==> config.mk <==
export PLATFORM = sky130hd
export DESIGN_NAME = multicycle_ctrl
export DESIGN_NICKNAME = d
export VERILOG_FILES = /design/src/rtl/ctrl_pkg.sv /design/src/rtl/lane_counter.sv /design/src/rtl/multicycle_ctrl.sv
export SDC_FILE = /design/constraint.sdc
export NUM_CORES = 1
export LEC_CHECK = 0
export CAP_MARGIN = 20
export CORE_MARGIN = 2
export CORE_UTILIZATION = 36
export CTS_CLUSTER_SIZE = 25
export DETAILED_ROUTE_END_ITERATION = 16
export PLACE_DENSITY = 0.74
export SLEW_MARGIN = 25
export SYNTH_ARGS = -nofsm -noshare
export SYNTH_HDL_FRONTEND = slang
export SYNTH_HIERARCHICAL = 1
export SYNTH_SLANG_ARGS = --single-unit
==> constraint.sdc <==
create_clock -name clk -period 1.45 [get_ports clk]
set_input_delay 0.145 -clock clk [delete_from_list [all_inputs] [get_ports clk]]
set_output_delay 0.145 -clock clk [all_outputs]
set_load 0.05 [all_outputs]
==> src/rtl/ctrl_pkg.sv <==
`default_nettype none
// ============================================================================
//  Module      : ctrl_pkg
//  Description : Shared encodings for the multi-cycle ARM sequencing FSM:
//                state codes, mux-select codes, op and funct codes.
//  Revision    : 1.0 - initial release
// ============================================================================
package ctrl_pkg;

    // FSM state encoding (4-bit, FETCH at zero so reset lands on fetch)
    typedef enum logic [3:0] {
        FETCH   = 4'd0,
        DECODE  = 4'd1,
        MEMADR  = 4'd2,
        MEMRD   = 4'd3,
        MEMWB   = 4'd4,
        MEMWR   = 4'd5,
        EXECR   = 4'd6,
        EXECI   = 4'd7,
        ALUWB   = 4'd8,
        BRANCH  = 4'd9,
        VEXEC   = 4'd10,
        VWB     = 4'd11,
        UNKNOWN = 4'd12
    } state_t;

    // ALU B-operand select
    localparam logic [1:0] SRCB_RM   = 2'b00;
    localparam logic [1:0] SRCB_IMM  = 2'b01;
    localparam logic [1:0] SRCB_FOUR = 2'b10;

    // Writeback result select
    localparam logic [1:0] RES_ALUOUT = 2'b00;
    localparam logic [1:0] RES_RDATA  = 2'b01;
    localparam logic [1:0] RES_ALU    = 2'b10;

    // Instruction op field
    localparam logic [1:0] OP_DP  = 2'b00;
    localparam logic [1:0] OP_MEM = 2'b01;
    localparam logic [1:0] OP_BR  = 2'b10;
    localparam logic [1:0] OP_UND = 2'b11;

    // Funct[4:1] codes that look vector-like but are scalar/element ops
    localparam logic [3:0] F_MOV    = 4'b1110;
    localparam logic [3:0] F_MOVIDX = 4'b1101;

    // Register index of the program counter
    localparam logic [3:0] REG_PC = 4'd15;

    // A data-processing funct is a vector op when bit 4 is set, except MOV/MOVIDX
    function automatic logic is_vector_op(input logic [5:0] funct);
        return funct[4] && (funct[4:1] != F_MOV) && (funct[4:1] != F_MOVIDX);
    endfunction

endpackage
`default_nettype wire

==> src/rtl/lane_counter.sv <==
`default_nettype none
// ============================================================================
//  Module      : lane_counter
//  Description : Vector lane index for lane-serial ALU issue. Counts while
//                enabled, flags the last lane and wraps back to zero.
//  Revision    : 1.0 - initial release
// ============================================================================
module lane_counter #(
    parameter int LANES  = 4,
    parameter int LANE_W = 2
) (
    input  logic              clk,
    input  logic              reset,
    input  logic              i_en,
    output logic [LANE_W-1:0] o_lane,
    output logic              o_wrap
);

    logic [LANE_W-1:0] r_lane;

    // Lane index: advance once per enabled cycle, return to zero after the last lane
    always_ff @(posedge clk or negedge reset) begin
        if (!reset) begin
            r_lane <= '0;
        end else if (i_en) begin
            if (o_wrap) begin
                r_lane <= '0;
            end else begin
                r_lane <= r_lane + 1'b1;
            end
        end
    end

    assign o_lane = r_lane;
    assign o_wrap = (r_lane == LANE_W'(LANES - 1));

endmodule
`default_nettype wire

==> src/rtl/multicycle_ctrl.sv <==
`default_nettype none
// ============================================================================
//  Module      : multicycle_ctrl
//  Description : Main sequencing FSM of the multi-cycle ARM core with vector
//                extension. Steps each instruction through fetch, decode,
//                execute, memory and writeback, issuing vector ops lane by
//                lane over the shared ALU. Drives strobes and selects only.
//  Revision    : 1.0 - initial release
// ============================================================================
module multicycle_ctrl
    import ctrl_pkg::*;
#(
    parameter int LANES  = 4,
    parameter int LANE_W = 2
) (
    input  logic              clk,
    input  logic              reset,
    input  logic [1:0]        Op,
    input  logic [5:0]        Funct,
    input  logic [3:0]        Rd,
    input  logic              MemReady,
    output logic              IRWrite,
    output logic              NextPC,
    output logic              Branch,
    output logic              RegW,
    output logic              MemW,
    output logic              VecW,
    output logic              VecIdxW,
    output logic              LaneWE,
    output logic [LANE_W-1:0] LaneIdx,
    output logic              PCS,
    output logic              AdrSrc,
    output logic              ALUSrcA,
    output logic [1:0]        ALUSrcB,
    output logic [1:0]        ResultSrc,
    output logic              ALUOp,
    output logic              Done,
    output logic              Illegal
);

    state_t            r_state;
    state_t            w_next;
    logic              r_illegal;
    logic [LANE_W-1:0] w_lane;
    logic              w_wrap;

    logic w_irwrite, w_nextpc, w_branch, w_regw, w_memw, w_vecw;
    logic w_vecidxw, w_lanewe, w_pcs, w_done;
    logic [LANE_W-1:0] w_laneidx;

    lane_counter #(
        .LANES  (LANES),
        .LANE_W (LANE_W)
    ) u_lane_counter (
        .clk    (clk),
        .reset  (reset),
        .i_en   (r_state == VEXEC),
        .o_lane (w_lane),
        .o_wrap (w_wrap)
    );

    // State register
    always_ff @(posedge clk or negedge reset) begin
        if (!reset) begin
            r_state <= FETCH;
        end else begin
            r_state <= w_next;
        end
    end

    // Sticky illegal flag, raised as the FSM enters the absorbing UNKNOWN state
    always_ff @(posedge clk or negedge reset) begin
        if (!reset) begin
            r_illegal <= 1'b0;
        end else if (w_next == UNKNOWN) begin
            r_illegal <= 1'b1;
        end
    end

    // Next-state and Moore output decode
    always_comb begin
        w_next    = r_state;
        w_irwrite = 1'b0;
        w_nextpc  = 1'b0;
        w_branch  = 1'b0;
        w_regw    = 1'b0;
        w_memw    = 1'b0;
        w_vecw    = 1'b0;
        w_vecidxw = 1'b0;
        w_lanewe  = 1'b0;
        w_laneidx = '0;
        w_pcs     = 1'b0;
        w_done    = 1'b0;
        AdrSrc    = 1'b0;
        ALUSrcA   = 1'b0;
        ALUSrcB   = SRCB_RM;
        ResultSrc = RES_ALUOUT;
        ALUOp     = 1'b0;

        case (r_state)
            FETCH: begin
                ALUSrcA   = 1'b1;
                ALUSrcB   = SRCB_FOUR;
                ResultSrc = RES_ALU;
                w_irwrite = MemReady;
                w_nextpc  = MemReady;
                if (MemReady) begin
                    w_next = DECODE;
                end
            end
            DECODE: begin
                ALUSrcA   = 1'b1;
                ALUSrcB   = SRCB_FOUR;
                ResultSrc = RES_ALU;
                case (Op)
                    OP_MEM:  w_next = MEMADR;
                    OP_BR:   w_next = BRANCH;
                    OP_UND:  w_next = UNKNOWN;
                    default: begin
                        if (is_vector_op(Funct)) begin
                            w_next = VEXEC;
                        end else if (Funct[5]) begin
                            w_next = EXECI;
                        end else begin
                            w_next = EXECR;
                        end
                    end
                endcase
            end
            MEMADR: begin
                ALUSrcB = SRCB_IMM;
                w_next  = Funct[0] ? MEMRD : MEMWR;
            end
            MEMRD: begin
                AdrSrc = 1'b1;
                if (MemReady) begin
                    w_next = MEMWB;
                end
            end
            MEMWB: begin
                ResultSrc = RES_RDATA;
                w_regw    = 1'b1;
                w_pcs     = (Rd == REG_PC);
                w_done    = 1'b1;
                w_next    = FETCH;
            end
            MEMWR: begin
                // Write strobe is held for the whole wait so memory sees a stable request
                AdrSrc = 1'b1;
                w_memw = 1'b1;
                if (MemReady) begin
                    w_done = 1'b1;
                    w_next = FETCH;
                end
            end
            EXECR: begin
                ALUOp   = 1'b1;
                ALUSrcB = SRCB_RM;
                w_next  = ALUWB;
            end
            EXECI: begin
                ALUOp   = 1'b1;
                ALUSrcB = SRCB_IMM;
                w_next  = ALUWB;
            end
            ALUWB: begin
                ResultSrc = RES_ALUOUT;
                w_done    = 1'b1;
                w_next    = FETCH;
                if (Funct[4:1] == F_MOVIDX) begin
                    w_vecidxw = 1'b1;
                end else begin
                    w_regw = 1'b1;
                    w_pcs  = (Rd == REG_PC);
                end
            end
            BRANCH: begin
                ALUSrcB   = SRCB_IMM;
                ResultSrc = RES_ALU;
                w_branch  = 1'b1;
                w_done    = 1'b1;
                w_next    = FETCH;
            end
            VEXEC: begin
                ALUOp     = 1'b1;
                ALUSrcB   = Funct[5] ? SRCB_IMM : SRCB_RM;
                w_lanewe  = 1'b1;
                w_laneidx = w_lane;
                if (w_wrap) begin
                    w_next = VWB;
                end
            end
            VWB: begin
                w_vecw = 1'b1;
                w_done = 1'b1;
                w_next = FETCH;
            end
            UNKNOWN: begin
                w_next = UNKNOWN;
            end
            default: begin
                w_next = FETCH;
            end
        endcase
    end

    // Strobes are forced low while reset is held, so nothing fires during reset
    assign IRWrite = w_irwrite & reset;
    assign NextPC  = w_nextpc  & reset;
    assign Branch  = w_branch  & reset;
    assign RegW    = w_regw    & reset;
    assign MemW    = w_memw    & reset;
    assign VecW    = w_vecw    & reset;
    assign VecIdxW = w_vecidxw & reset;
    assign LaneWE  = w_lanewe  & reset;
    assign PCS     = w_pcs     & reset;
    assign Done    = w_done    & reset;
    assign LaneIdx = w_laneidx;
    assign Illegal = r_illegal;

endmodule
`default_nettype wire

Word level (Yosys, flattened, before mapping)
Cells that the tools add are included.
W data, S select, Z words.
{"block": "totals", "ff_bits": 7, "memories": 0, "latchBits": 0, "romBits": 0, "inputBits": 15, "ram_bits": 0, "wordCells": 74, "output_inout_bits": 20}
{"block": "classes", "shifts": 0, "n_lt_le_gt_ge": 0, "multipliers": 0, "n_reduce_logical": 10, "addsub": 1, "div": 0, "bitwise": 9, "mux": 30, "n_eq_ne": 21}
{"operator": "$eq A4 B4 Y1 const B", "count": 8}
{"operator": "$pmux W4 S8", "count": 1}
{"operator": "$mux W4", "count": 5}
{"operator": "$eq A4 B3 Y1 const B", "count": 4}
{"operator": "$mux W1", "count": 15}
{"operator": "$pmux W4 S3", "count": 1}
{"operator": "$and A1 B1 Y1", "count": 9}
{"operator": "$reduce_or A3 Y1", "count": 3}
{"operator": "$eq A4 B2 Y1 const B", "count": 2}
{"operator": "$ne A4 B4 Y1 const B", "count": 2}
{"operator": "$eq A2 B2 Y1 const B", "count": 3}
{"operator": "$pmux W1 S2", "count": 3}
{"operator": "$pmux W2 S3", "count": 1}
{"operator": "$reduce_or A2 Y1", "count": 3}
{"operator": "$eq A4 B1 Y1 const B", "count": 1}
{"operator": "$logic_not A4 Y1", "count": 1}
{"operator": "$mux W2", "count": 2}
{"operator": "$pmux W2 S2", "count": 1}
{"operator": "$reduce_or A4 Y1", "count": 1}
{"operator": "$mux W3", "count": 1}
{"operator": "$add A2 B1 Y2 const B", "count": 1}
{"operator": "$eq A2 B1 Y1 const B", "count": 1}
{"operator": "$logic_and A1 B1 Y1", "count": 2}

Depth between registers and ports, before layout
Gate-level depths: netlist (run 1).
{"block": "depth", "word_depth": 7, "mapped_depth": 6, "depth_no_buf": 5}

By module
Netlist (run 1), hierarchy kept.
{"mod": "multicycle_ctrl", "area_per_inst_um2": 661.9, "n_inst": 1, "cells_per_inst": 90, "seq_area_each_um2": 125.1}
{"mod": "lane_counter", "area_per_inst_um2": 88.8, "n_inst": 1, "cells_per_inst": 6, "seq_area_each_um2": 50.0}

Worst setup path after synthesis (run 1)
OpenSTA, ideal clock, no wires.
{"block": "synth_timing", "path_kind": "flip-flop to output port", "from": "register r_state[3]", "to": "output NextPC", "arrival_time_ns": 2.693, "n_path_buf": 2, "setup_slack_ns": -1.388, "stages_incl_launch_ff": 5, "required_time_ns": 1.305, "path_cell_list": "dfrtp_1 buf_6 nor3_1 and4_1 buf_4"}
{"block": "synth_between", "elab_chain_len": 3}
{"item": "start: declaration", "line": "multicycle_ctrl.sv:41", "text": "state_t r_state;"}
{"item": "start signal: assignment", "line": "multicycle_ctrl.sv:67", "text": "r_state <= w_next;"}
{"item": "$logic_not A4 Y1"}
{"item": "$mux W1"}
{"item": "$and A1 B1 Y1"}
{"item": "end: declaration", "line": "multicycle_ctrl.sv:23", "text": "output logic NextPC,"}
No other way between the ends.

Worst setup path after layout (run 1)
{"block": "layout_timing", "from": "register r_state[3]", "to": "output ALUSrcB[0]"}
{"block": "layout_between", "elab_chain_len": 3, "word_cells_on_any_way": 9, "cone_classes": "5 x eq/ne; 1 x mux; 3 x reduce/logical"}
{"item": "$eq A4 B3 Y1 (tied with other cells)", "line": "multicycle_ctrl.sv:100", "text": "case (r_state)"}
{"item": "$reduce_or A3 Y1 (no line) or $reduce_or A2 Y1 (tied branches)"}
{"item": "$pmux W2 S3 (*)", "line": "multicycle_ctrl.sv:100"}
{"item": "end: declaration", "line": "multicycle_ctrl.sv:34", "text": "output logic [1:0] ALUSrcB,"}
Every way passes the cells marked *; elsewhere a longest branch is shown, timed or not.

==> results.json, run 1 <==
{
  "status": "complete, but fails checks",
  "violations": "negative setup slack",
  "synthCells": 96,
  "synth_ff_type": "dfrtp_1",
  "skew_ns": 0.00771,
  "async_flop_share_pct": 100,
  "synth.area.top_cells": "dfrtp_1 23%, nor2_1 6.5%, nor3_1 6.0%",
  "drt-vias-per-instance": 5.99,
  "drc": 0,
  "antenna_found_initial": 0,
  "reg2reg_to": "r_state[0]$_DFF_PN0_",
  "area_growth_pct": 148,
  "min_period_ns": 1.75,
  "pin_count": 35,
  "synth_top_area_share_pct": 23.3,
  "fin_area_um2": 1860,
  "reg2reg_depth": 6,
  "tns_ns": -4.09,
  "vdd_drop_max_mv": 1.58,
  "syn_avg_cell_area_um2": 7.82,
  "slowest_stage": "dfrtp_2",
  "crit_path_end_kind": "output pin",
  "use_met2_pct": 50.2,
  "critPathLaunchType": "flop",
  "numCtsBuffers": 3,
  "top_usage_layer": "met2",
  "max_slew_margin_pct": 75.5,
  "antenna_left": 0,
  "track_usage_pct": 28.9,
  "slowest_delay_ns": 0.48,
  "maxCapViolations": 0,
  "h-tree-depth": 1,
  "synth_area_leader_cell": "dfrtp_1",
  "grtUsageMet3_pct": 4.85,
  "yosysWarningCount": 6,
  "cts_sinks": 7,
  "routed_wl_um": 4500,
  "cts-root-buf": "clkbuf_4",
  "synth_edf_count": 0,
  "cp.required_ns": 1.31,
  "setup_violations": 22,
  "utilization_pct": 94.8,
  "hold_buffers": 0,
  "vias": 1156,
  "rows": 16,
  "die-area_um2": 2470,
  "die_x_um": 49.7,
  "nNetsFinal": 183,
  "synth.most_common_cell": "nor2_1",
  "syn_nets": 112,
  "power_uw": 3740,
  "crit_top_cell": "buf_12",
  "grt_pass1_wl_um": 5450,
  "place_area_um2": 1530,
  "crit_type": "reg2out",
  "drt_iter0_markers": 72,
  "worst_pin_slew_ns": 0.366,
  "cts_tree": "built",
  "dieHeight_um": 49.7,
  "grt_setup_unrepaired": "yes",
  "worst_slack_ns": -0.296,
  "clk_pin_slew_worst_paths_ns": 0.06,
  "yosysUniqueCellTypes": 37,
  "p_leak_uw": 0.000794,
  "use_met1_pct": 36.5,
  "path_cells": "buf_12, buf_4, a21o_1, o22ai_4, buf_12",
  "diodes": 0,
  "clockBufferDepth": 2,
  "ys_seq_elements": 7,
  "drv_slew": 0,
  "hold_class": "in2async",
  "yosysSeqAreaShare_pct": 23.3,
  "drive_above_1_share_pct": 63.9,
  "synth_commonest_cells": "13 x nor2_1, 9 x nor3_1, 7 x dfrtp_1, 7 x inv_1",
  "grt_max_degree": 9,
  "netlist_area_um2": 751,
  "max_freq_mhz": 573,
  "cp_max_fo": 6,
  "rr_startpoint": "r_state[3]$_DFF_PN0_",
  "final_hold_viol_count": 0,
  "dp.final_hpwl_um": 2040,
  "numPortBuffers": 34,
  "grt_overflow": 0,
  "r2r_slack_ns": -0.17,
  "start_util_pct": 38.3,
  "worstPathArrival_ns": 1.60,
  "grt_pass1_vias": 1104,
  "avgRoutedWirePerCell_um": 23.3,
  "finalCritPeriodShare_pct": 120,
  "gp_congestion": 0.835,
  "coreArea_um2": 1960,
  "power_density_nw_per_um2": 2010,
  "clock_latency_ns": 0.27,
  "firstDrtPassIters": 4
}
## what timing repair did
item / 4_1_cts / 5_1_grt
endpoints found under the setup margin: 22 / 24
cloned: 0 / 0
endpoints found under the hold margin: 0 / 0
resized for setup: 39 / 15
pin swaps: 11 / 7
setup buffers: 12 / 6
## area by class of cell
class                      count  area (um^2)
multi-input combinational     75          722
fill                          55          103
timing repair buffer          73          868
sequential                     7          179
clock buffer                   4         26.3
inverter                       7         30.0
tap                           27         33.8
## where the power goes
part | switching [uW] | internal (uW)
sequential | 123 | 273
combinational | 1650 | 1500
clock | 90.6 | 106
total | 1860 | 1880
## routing by layer
metal	wire (um)	up-vias	part of all wire (%)
met4	200	0	4.4
met1	1700	551	38
li1	-	482	-
met2	2260	97	50
met5	0	-	0
met3	343	26	7.6
## layout by cell type (no fill, tap or decap), types with 5 or more instances in the layout
| cell type | synthesis | routed |
|---|---|---|
| buf_4 | 2 | 28 |
| buf_12 | 0 | 20 |
| buf_6 | 3 | 11 |
| clkdlybuf4s50_1 | 0 | 9 |
| nor2_4 | 0 | 7 |
| nor2_1 | 13 | 6 |
| dlygate4sd2_1 | 0 | 5 |
## cells by family after synthesis
group,count (synthesis),synth area share (%)
multiplexers,3,5.00
AO/OA/AOI/OAI,21,20.7
adder cells (fa/ha/maj),1,1.67
flip-flops,7,23.3
buffers and inverters,14,11.3
XOR/XNOR,2,2.33
AND/OR/NAND/NOR,48,35.7
## registers in the layout, summed over array words and instances, names as in the netlist
register / cells
Illegal: 1
u_lane_counter/o_lane: 2
r_state: 4
## critical path: cells and delay by family, from the launching register on
kind / cells / cell delay, ns
DFF: 1 / 0.48
buffers and inverters: 3 / 0.46
AOI/OAI and AO/OA: 2 / 0.39
## how the worst max path moves through the flow
stage                         start                    to  slack (ns)  cells past startpoint
2_1_floorplan  r_state[3]$_DFF_PN0_                NextPC       -0.42                      4
3_3_place_gp               Funct[2]                  RegW       -0.11                      6
3_5_place_dp               MemReady  r_state[0]$_DFF_PN0_       -0.14                      5
4_1_cts        r_state[2]$_DFF_PN0_                NextPC       -0.22                      5
5_1_grt        r_state[0]$_DFF_PN0_            ALUSrcB[0]       -0.34                      5
6_report       r_state[3]$_DFF_PN0_            ALUSrcB[0]       -0.30                      5
## per-stage QoR
stage	hold slack [ns]	instances	setup slack (ns)
global route	0.143	193	-0.343
detailed placement	0.521	172	-0.141
floorplan	-0.151	96	-0.418
global placement	0.512	172	-0.105
finish	0.163	193	-0.296
CTS	0.143	187	-0.217
(Power assumes the default switching activity.)
==> run 2: changes to the inputs <==
--- a/config.mk
+++ b/config.mk
@@ -10,6 +10,7 @@
 export CORE_UTILIZATION = 36
 export CTS_CLUSTER_SIZE = 25
 export DETAILED_ROUTE_END_ITERATION = 16
+export MAX_ROUTING_LAYER = met4
 export PLACE_DENSITY = 0.74
 export SLEW_MARGIN = 25
 export SYNTH_ARGS = -nofsm -noshare
==> results.json, run 2 (synthesis results as in run 1) <==
{
  "die_x_um": 49.7,
  "vias": 1180,
  "dieHeight_um": 49.7,
  "hold_class": "in2async",
  "numPortBuffers": 34,
  "vdd_drop_max_mv": 1.57,
  "drt-vias-per-instance": 6.11,
  "grt_pass1_vias": 1107,
  "start_util_pct": 38.3,
  "pin_count": 35,
  "final_hold_viol_count": 0,
  "rr_startpoint": "r_state[3]$_DFF_PN0_",
  "r2r_slack_ns": -0.17,
  "cp.required_ns": 1.31,
  "die-area_um2": 2470,
  "grt_pass1_wl_um": 5470,
  "reg2reg_to": "r_state[0]$_DFF_PN0_",
  "violations": "negative setup slack",
  "reg2reg_depth": 6,
  "clockBufferDepth": 2,
  "clock_latency_ns": 0.27,
  "area_growth_pct": 148,
  "cts_sinks": 7,
  "p_leak_uw": 0.000794,
  "max_slew_margin_pct": 75.3,
  "coreArea_um2": 1960,
  "drc": 0,
  "place_area_um2": 1530,
  "nNetsFinal": 183,
  "largest-register": "r_state",
  "grt_overflow": 0,
  "track_usage_pct": 29.8,
  "min_period_ns": 1.74,
  "h-tree-depth": 1,
  "status": "complete, but fails checks",
  "antenna_left": 0,
  "cts_tree": "built",
  "crit_type": "reg2out",
  "dp.final_hpwl_um": 2040,
  "maxCapViolations": 0,
  "grt_setup_unrepaired": "yes",
  "worst_slack_ns": -0.292,
  "critPathLaunchType": "flop",
  "max_freq_mhz": 574,
  "tns_ns": -3.97,
  "final_cell_mix": "28 x buf_4, 20 x buf_12, 11 x buf_6",
  "drive_above_1_share_pct": 63.9,
  "cts-root-buf": "clkbuf_4",
  "setup_violations": 22,
  "fin_area_um2": 1860,
  "crit_path_end_kind": "output pin",
  "worstPathArrival_ns": 1.60,
  "grt_max_degree": 9,
  "firstDrtPassIters": 4,
  "cp_max_fo": 6,
  "skew_ns": 0.00876,
  "clk_pin_slew_worst_paths_ns": 0.06,
  "rows": 16,
  "antenna_found_initial": 0,
  "gp_congestion": 0.847,
  "finalCritPeriodShare_pct": 120,
  "hold_buffers": 0,
  "routed_wl_um": 4510,
  "power_density_nw_per_um2": 2010,
  "diodes": 0,
  "drt_iter0_markers": 72,
  "numCtsBuffers": 3,
  "largest_register_ffs": 4,
  "worst_pin_slew_ns": 0.370,
  "drv_slew": 0,
  "avgRoutedWirePerCell_um": 23.4,
  "final_common_cell": "buf_4"
}
[run 2: where the power goes]
part           internal, uW  switching, uW
Combinational          1500           1650
Clock                   106           86.2
Sequential              273            123
Total                  1880           1860
[run 2: final cells by class]
type | instances | area [um^2]
multi-input combinational | 75 | 722
tap | 27 | 33.8
timing repair buffer | 73 | 868
fill | 55 | 103
sequential | 7 | 179
clock buffer | 4 | 26.3
inverter | 7 | 30.0
[run 2: per-layer routing]
layer  vias up  global-route usage [%]  wire [um]
met1       563                    36.5       1640
met3        30                    4.85        424
met4         0                    8.33        211
met2       106                    50.4       2240
met5         -                       -          0
li1        481                       -          -
[run 2: through the flow]
step                      hold slack, ns  setup slack [ns]  util [%]  std cells  power (uW)
after floorplan                   -0.151            -0.418         -         96        1740
after global placement             0.512            -0.105      77.7        172        2610
after detailed placement           0.521            -0.141      77.7        172        2680
after CTS                          0.143            -0.217      88.6        187        3220
after global routing               0.143            -0.343      94.8        193        3850
final                              0.153            -0.292      94.8        193        3740
[run 2: worst max-delay path by stage]
stage | from | to | slack, ns
after detailed placement | MemReady | r_state[0]$_DFF_PN0_ | -0.14
after global routing | r_state[0]$_DFF_PN0_ | ALUSrcB[0] | -0.34
after floorplan | r_state[3]$_DFF_PN0_ | NextPC | -0.42
after global placement | Funct[2] | RegW | -0.11
final | r_state[3]$_DFF_PN0_ | ALUSrcB[0] | -0.29
after CTS | r_state[2]$_DFF_PN0_ | NextPC | -0.22
[run 2: worst max-delay path: stages, from the launching register on]
cell and delay, ns:
dfrtp_2 0.48, buf_12 0.16, buf_4 0.14, a21o_1 0.18, o22ai_4 0.21, buf_12 0.16
[run 2: timing repair]
item                                    CTS  global route
resized for setup                        39            15
endpoints found under the setup margin   22            24
buffers inserted                         12             6
pin swaps                                11             7
==> run 3: changes to the inputs <==
--- a/config.mk
+++ b/config.mk
@@ -6,13 +6,14 @@
 export NUM_CORES = 1
 export LEC_CHECK = 0
 export CAP_MARGIN = 20
+export CELL_PAD_IN_SITES_DETAIL_PLACEMENT = 1
+export CELL_PAD_IN_SITES_GLOBAL_PLACEMENT = 1
 export CORE_MARGIN = 2
-export CORE_UTILIZATION = 36
+export CORE_UTILIZATION = 30
 export CTS_CLUSTER_SIZE = 25
 export DETAILED_ROUTE_END_ITERATION = 16
 export MAX_ROUTING_LAYER = met4
-export PLACE_DENSITY = 0.74
-export SLEW_MARGIN = 25
+export PLACE_DENSITY = 0.83
 export SYNTH_ARGS = -nofsm -noshare
 export SYNTH_HDL_FRONTEND = slang
 export SYNTH_HIERARCHICAL = 1
==> constraint.sdc (replaced) <==
create_clock -name clk -period 2.1 [get_ports clk]
set_input_delay 0.21 -clock clk [delete_from_list [all_inputs] [get_ports clk]]
set_output_delay 0.21 -clock clk [all_outputs]
set_load 0.05 [all_outputs]
==> results.json, run 3 (synthesis results as in run 1) <==
{
  "cp_max_fo": 11,
  "max_freq_mhz": 503,
  "stdcell_count": 162,
  "clockBufferDepth": 2,
  "hold_class": "in2async",
  "dp_slack_ns": 0.305,
  "dieHeight_um": 54.0,
  "grt_setup_unrepaired": "no",
  "grt_max_degree": 18,
  "pin_count": 35,
  "place_inst": 158,
  "p_leak_uw": 0.000568,
  "critPathLaunchType": "flop",
  "hold_buffers": 0,
  "largest_register_ffs": 4,
  "cts-root-buf": "clkbuf_4",
  "cts_sinks": 7,
  "drc": 0,
  "h-tree-depth": 1,
  "dp.final_hpwl_um": 2310,
  "vdd_drop_max_mv": 0.804,
  "drive_above_1_share_pct": 28.8,
  "worstPathArrival_ns": 1.78,
  "area_growth_pct": 76.8,
  "grt_pass1_vias": 937,
  "power_density_nw_per_um2": 1270,
  "antenna_found_initial": 0,
  "largest-register": "r_state",
  "start_util_pct": 30.9,
  "place_area_um2": 1290,
  "fin_area_um2": 1330,
  "final_cell_mix": "17 x buf_12, 15 x clkdlybuf4s50_1, 13 x nor2_1",
  "firstDrtPassIters": 4,
  "die_x_um": 54.0,
  "crit_path_end_kind": "output pin",
  "finalCritPeriodShare_pct": 94.7,
  "setup_violations": 0,
  "nNetsFinal": 149,
  "cts_tree": "built",
  "diodes": 0,
  "routed_wl_um": 2800,
  "maxCapViolations": 0,
  "track_usage_pct": 21.3,
  "numCtsBuffers": 3,
  "crit_type": "reg2out",
  "final_common_cell": "buf_12",
  "drt_iter0_markers": 4,
  "status": "finished, final reports clean",
  "drv_slew": 0,
  "grt_overflow": 0,
  "worst_slack_ns": 0.111,
  "min_period_ns": 1.99,
  "worst_pin_slew_ns": 0.491,
  "vias": 870,
  "clk_pin_slew_worst_paths_ns": 0.06,
  "utilization_pct": 54.6,
  "skew_ns": 0.00627,
  "final_hold_viol_count": 0,
  "cp.required_ns": 1.89,
  "max_slew_margin_pct": 67.2,
  "gp_congestion": 0.847,
  "drt-vias-per-instance": 5.37,
  "clock_latency_ns": 0.26,
  "numPortBuffers": 34,
  "die-area_um2": 2920,
  "rows": 18,
  "avgRoutedWirePerCell_um": 17.3,
  "coreArea_um2": 2430,
  "antenna_left": 0,
  "grt_pass1_wl_um": 4330
}
[run 3: repair_timing]
action | 4_1_cts | 5_1_grt
resized for setup | 0 | 3
endpoints found under the setup margin | 0 | 2
setup buffers | 0 | 0
[run 3: worst paths after layout]
kind	startpoint	endpoint	slack, ns	cells after the start
setup / recovery	r_state[2]$_DFF_PN0_	PCS	0.11	5
hold reg to reg	u_lane_counter/o_lane[0]$_DFFE_PN0P_	u_lane_counter/o_lane[0]$_DFFE_PN0P_	0.57	1
hold / removal	reset	u_lane_counter/o_lane[0]$_DFFE_PN0P_	0.19	1
min in group clk	u_lane_counter/o_lane[0]$_DFFE_PN0P_	u_lane_counter/o_lane[0]$_DFFE_PN0P_	0.57	1
max in group asynchronous	reset	r_state[1]$_DFF_PN0_	1.51	2
setup reg to reg	r_state[1]$_DFF_PN0_	r_state[1]$_DFF_PN0_	0.50	4
[run 3: routing by layer]
metal,wire length (um),vias up,track usage [%]
met4,51,0,11.7
li1,-,412,-
met5,0,-,-
met2,1500,30,39.2
met3,121,6,1.94
met1,1130,422,22.2
[run 3: layout make-up]
cell class | instances | area [um^2]
fillers | 293 | 1100
repair buffers | 39 | 543
multi-input cells | 75 | 518
flip-flops and latches | 7 | 176
well taps | 30 | 37.5
clock buffers | 4 | 26.3
inverters | 7 | 26.3
[run 3: critical path, cell delays in order (launching register included)]
cell and delay, ns:
dfrtp_1 0.54, nor2b_1 0.32, a21o_1 0.13, nand3_1 0.11, nor2_1 0.24, buf_12 0.17
[run 3: per-stage QoR]
step	TNS (ns)	hold slack (ns)	power [uW]
2_1_floorplan	-0.0555	-0.0856	1080
3_3_place_gp	0	0.448	1490
3_5_place_dp	0	0.466	1550
4_1_cts	0	0.188	1680
5_1_grt	0	0.190	1770
6_report	0	0.189	1680
[run 3: report_power, final]
group          internal, uW  total [uW]  switching, uW
combinational           539        1260            723
sequential              185         294            109
clock                  72.9         129           55.9
total                   797        1680            888
